File: config.mk
export PLATFORM = sky130hd
export DESIGN_NAME = dif_pair_buffer
export DESIGN_NICKNAME = d
export VERILOG_FILES = /design/src/rtl/fft_pkg.sv /design/src/rtl/dif_half_ram.sv /design/src/rtl/dif_pair_buffer.sv
export SDC_FILE = /design/constraint.sdc
export NUM_CORES = 1
export LEC_CHECK = 0
export CORE_ASPECT_RATIO = 2
export CORE_MARGIN = 1.5
export CORE_UTILIZATION = 40
export DETAILED_ROUTE_END_ITERATION = 10
export GPL_TIMING_DRIVEN = 0
export REMOVE_ABC_BUFFERS = 1
export SLEW_MARGIN = 20
export SYNTH_ARGS = -nofsm -noshare
export SYNTH_HDL_FRONTEND = slang
export SYNTH_SLANG_ARGS = --single-unit
File: constraint.sdc
create_clock -name clk -period 5.15 [get_ports clk]
set_clock_uncertainty 0.15 [all_clocks]
set_input_delay 1.03 -clock clk [delete_from_list [all_inputs] [get_ports clk]]
set_output_delay 1.03 -clock clk [all_outputs]
set_load 0.01 [all_outputs]
File: src/rtl/fft_pkg.sv
// Shared FFT types and elaboration helpers for the systolic FFT stages.
package fft_pkg;

  localparam int DW_DEFAULT = 16;

  typedef struct packed {
    logic signed [DW_DEFAULT-1:0] re;
    logic signed [DW_DEFAULT-1:0] im;
  } cplx_t;

  // Address width for n entries, never narrower than one bit.
  function automatic int clog2_min1(input int n);
    int r;
    r = 0;
    for (int i = 0; i < 31; i++) begin
      if ((32'sd1 <<< i) < n) begin
        r = i + 1;
      end else begin
        r = r;
      end
    end
    return (r < 1) ? 1 : r;
  endfunction

  function automatic bit n_points_ok(input int n);
    return (n >= 2) && ((n & (n - 1)) == 0);
  endfunction

endpackage

File: src/rtl/dif_half_ram.sv
// Half-frame sample store: synchronous write, combinational read, no reset.
module dif_half_ram #(
  parameter int DEPTH = 4,
  parameter int AW    = 2,
  parameter int W     = 32
) (
  input  logic          clk,
  input  logic          we,
  input  logic [AW-1:0] waddr,
  input  logic [W-1:0]  wdata,
  input  logic [AW-1:0] raddr,
  output logic [W-1:0]  rdata
);

  logic [W-1:0] mem [0:DEPTH-1];

  // Store first-half samples as they arrive.
  always_ff @(posedge clk) begin
    if (we) begin
      mem[waddr] <= wdata;
    end
  end

  assign rdata = mem[raddr];

endmodule

File: src/rtl/dif_pair_buffer.sv
// DIF stage input buffer: holds the first half-frame and emits x[k], x[k+N/2]
// with twiddle index k while the second half streams in.
module dif_pair_buffer
  import fft_pkg::*;
#(
  parameter int N_POINTS = 8,
  parameter int DW       = DW_DEFAULT
) (
  input  logic                              clk,
  input  logic                              rst,
  input  logic                              in_valid,
  input  logic                              in_sync,
  input  logic [DW-1:0]                     in_re,
  input  logic [DW-1:0]                     in_im,
  output logic                              out_valid,
  output logic [DW-1:0]                     a_re,
  output logic [DW-1:0]                     a_im,
  output logic [DW-1:0]                     b_re,
  output logic [DW-1:0]                     b_im,
  output logic [clog2_min1(N_POINTS/2)-1:0] tw_idx,
  output logic                              out_first,
  output logic                              out_last,
  output logic                              frame_err
);

  localparam int HALF = N_POINTS / 2;
  localparam int AW   = clog2_min1(HALF);
  localparam int CW   = clog2_min1(N_POINTS);

  if (!n_points_ok(N_POINTS)) begin : g_bad_n
    $error("dif_pair_buffer: N_POINTS must be a power of two >= 2");
  end

  logic [CW-1:0]   cnt;
  logic [CW-1:0]   c;
  logic [CW-1:0]   cnt_next;
  logic            is_pair;
  logic            is_first;
  logic            is_last;
  logic            sync_err;
  logic [AW-1:0]   wr_addr;
  logic [AW-1:0]   k;
  logic            wr_en;
  logic [2*DW-1:0] rd_word;

  // Effective sample index and phase decode for the sample on the inputs.
  always_comb begin
    if (in_sync) begin
      c = {CW{1'b0}};
    end else begin
      c = cnt;
    end
    is_pair  = (c >= CW'(HALF));
    is_first = (c == CW'(HALF));
    is_last  = (c == CW'(N_POINTS - 1));
    sync_err = in_sync && (cnt != {CW{1'b0}});
    // N_POINTS is a power of two, so c+1 wraps to 0 after N_POINTS-1.
    cnt_next = c + CW'(1);
    wr_addr  = AW'(c);
    k        = AW'(c - CW'(HALF));
    wr_en    = in_valid && !is_pair;
  end

  dif_half_ram #(
    .DEPTH (HALF),
    .AW    (AW),
    .W     (2 * DW)
  ) u_ram (
    .clk   (clk),
    .we    (wr_en),
    .waddr (wr_addr),
    .wdata ({in_re, in_im}),
    .raddr (k),
    .rdata (rd_word)
  );

  // Counter and registered pair outputs; data holds outside the pair phase.
  always_ff @(posedge clk) begin
    if (rst) begin
      cnt       <= {CW{1'b0}};
      out_valid <= 1'b0;
      out_first <= 1'b0;
      out_last  <= 1'b0;
      frame_err <= 1'b0;
      a_re      <= {DW{1'b0}};
      a_im      <= {DW{1'b0}};
      b_re      <= {DW{1'b0}};
      b_im      <= {DW{1'b0}};
      tw_idx    <= {AW{1'b0}};
    end else if (in_valid) begin
      cnt       <= cnt_next;
      frame_err <= sync_err;
      if (is_pair) begin
        out_valid <= 1'b1;
        out_first <= is_first;
        out_last  <= is_last;
        a_re      <= rd_word[2*DW-1:DW];
        a_im      <= rd_word[DW-1:0];
        b_re      <= in_re;
        b_im      <= in_im;
        tw_idx    <= k;
      end else begin
        out_valid <= 1'b0;
        out_first <= 1'b0;
        out_last  <= 1'b0;
      end
    end else begin
      out_valid <= 1'b0;
      out_first <= 1'b0;
      out_last  <= 1'b0;
      frame_err <= 1'b0;
    end
  end

endmodule

==> results.yml <==
sta:
  relSlewSlack_pct: 33.8
  worstMarginPinSlew_ns: 0.992
  rsz0062_at_grt: "no"
  timing.hold.ws_ns: 0.302
  maxSlewViolCount: 0
  hold_violations: 0
  max_freq_mhz: 301
  fin_crit_ns: 3.32
  setup_viol: 0
  fin_crit_sh_pct: 64.4
final_layout:
  final_cells: 861
  drive_gt1_share_pct: 14.0
  multi_input_area_um2: 1800
  num-nets-final: 673
  final_common_cell: "edfxtp_1"
  seq_area_um2: 5310
  n_fill_cell: 1500
  n_antenna_cell: 0
  area_delta_synth_final_pct: 26.7
  final_cell_mix: "128 x edfxtp_1, 104 x clkdlybuf4s50_1, 72 x nand2_1, 71 x dfxtp_1, 66 x a21oi_1"
  fin_area_um2: 9280
status:
  status: "finished, final reports clean"
worst_setup_path:
  cp.arrival_ns: 3.36
  critical_path.max_fanout: 31
  crit_path_end_kind: "register"
  start_kind: "register"
  cp.required_ns: 5.19
  crit_type: "register to register"
grt:
  grt.total_usage_pct: 17.4
  grt_pass1_vias: 4729
  gr-max-usage-layer: "met2"
  gr-usage-met2_pct: 33.2
  grt_util_met3_pct: 2.77
  grt_max_degree: 60
  overflow: 0
  grtUsageMet1_pct: 19.4
  grt_pass1_wl_um: 25800
  antenna_found_initial: 0
clocking:
  postCtsSetupBuffers: 0
  cts_tree: "yes"
  post_cts_resized: 0
  clock_latency_ns: 0.48
  clock_path_buffers: 3
  cts_hold_buf: 0
  cts_buffers: 18
  cts-root-buf: "clkbuf_16"
  htreeDepth: 1
  cts.sinks: 201
  clk_pin_slew_ns: 0.06
route:
  ant_nets: 0
  drc: 0
  vias: 4549
  via_per_inst: 5.28
  wl_per_cell_um: 19.1
  drt-initial-drc-count: 204
  wl_um: 16400
  first_pass_iters: 6
yosys:
  syn_area_um2: 7320
  yosysWarnings: 0
  postSynthAreaPerCell_um2: 13.8
  synth.distinct_cells: 29
  seq_area_frac_synth_pct: 72.4
  synth_compound_area_share_pct: 11.7
  synthAdderAreaFrac_pct: 0.171
  syn_inst: 530
  synth-xor-area-share_pct: 0
  ys_seq_elements: 201
  synth_top_family_by_area: "compound AO/OA/AOI/OAI gates"
  synth-simple-area-share_pct: 7.12
  yosys-mux-area-fraction_pct: 5.21
place:
  portBuffers: 105
  gp_congestion: 0.711
  dp.cells: 829
  dp_hpwl_um: 10200
  placed_cell_area_um2: 8710
flow_run:
  drv_cap: 0
die:
  core.rowCount: 69
  core-area_um2: 17900
  dieArea_um2: 19200
  die_w_um: 98.7
  start_util_pct: 41.0
  ios: 106
  die_h_um: 194
power:
  power_per_cell_area_nw_per_um2: 344
  peakVddDrop_v: 0.000278
  leakage_nw: 3.04
  total_power_mw: 3.20
worst_hold_path:
  min_path_type: "register to register"
==> state kept, by name, summed over array words and instances, names as in the netlist <==
name	flops
b_im	16
u_ram.mem	128
out_valid	1
a_re	16
cnt	3
out_last	1
tw_idx	2
a_im	16
frame_err	1
b_re	16
out_first	1
==> per-layer routing <==
metal  vias to the layer above  part of all wire (%)
li1                       2164                     -
met1                      2267                    39
met2                        94                    55
met3                        24                   3.9
met4                         0                   1.7
met5                         -                     0
==> final cells by class <==
type	count	share of cell area, %
clock inverter	6	0.566
timing repair buffer	124	14.3
multi-input combinational	290	19.4
clock buffer	26	5.62
inverter	1	0.0404
sequential	201	57.2
tap	213	2.87
==> worst max-delay path: stages, from the launching register on <==
cell and delay, ns:
dfxtp_2 0.66, buf_12 0.27, nor2b_4 0.84, nor3b_2 0.62, buf_4 0.29, buf_6 0.17
==> cell usage after synthesis <==
cell type,count,area share (%)
nor3_1,2,0.14
nand2_1,72,3.7
a21oi_1,66,4.5
nor2_1,36,1.8
and3b_1,2,0.24
edfxtp_1,128,52
ha_1,1,0.17
mux2_2,31,4.8
inv_1,1,0.051
dfxtp_1,73,20
a211oi_2,5,0.85
buf_6,5,0.77
and2_1,2,0.17
nand2b_1,2,0.17
a22oi_1,31,3.2
clkbuf_1,8,0.41
a211oi_1,27,2.8
mux2i_1,1,0.14
buf_2,14,0.96
a21o_1,1,0.10
o21bai_4,1,0.26
nor3b_1,2,0.20
o21ai_0,1,0.068
nor2b_4,1,0.19
buf_4,11,1.1
nand3b_1,2,0.20
nor2b_1,2,0.17
and2b_1,1,0.10
mux4_2,1,0.31
==> cells by family after synthesis <==
| kind of cell | count (synthesis) |
|---|---|
| multiplexers | 33 |
| buffers and inverters | 39 |
| adder cells (fa/ha/maj) | 1 |
| AO/OA/AOI/OAI | 132 |
| flip-flops | 201 |
| AND/OR/NAND/NOR | 124 |
==> through the flow <==
stage | setup slack (ns) | utilization (%) | setup TNS (ns)
after global routing | 1.63 | 51.9 | 0
after floorplan | 0.289 | - | 0
after detailed placement | 1.55 | 48.7 | 0
after global placement | -3.23 | 47.0 | -174.19
after CTS | 1.75 | 51.9 | 0
final | 1.83 | 51.9 | 0
==> path summary, 6_finish.rpt <==
path                  from               to  slack (ns)  cells past startpoint
setup reg to reg    cnt[1]  u_ram.mem[2][7]        1.83                      5
hold / removal    b_re[15]         b_re[15]        0.30                      2
setup / recovery    cnt[1]  u_ram.mem[2][7]        1.83                      5
hold reg to reg   b_re[15]         b_re[15]        0.30                      2
==> power by group <==
part	internal (mW)	leakage [nW]	total, mW	switching (mW)
clock	0.755	0.283	1.30	0.544
sequential	1.74	1.76	1.75	0.0119
combinational	0.0636	0.996	0.144	0.0803
Power figures use the tool's default switching activity.
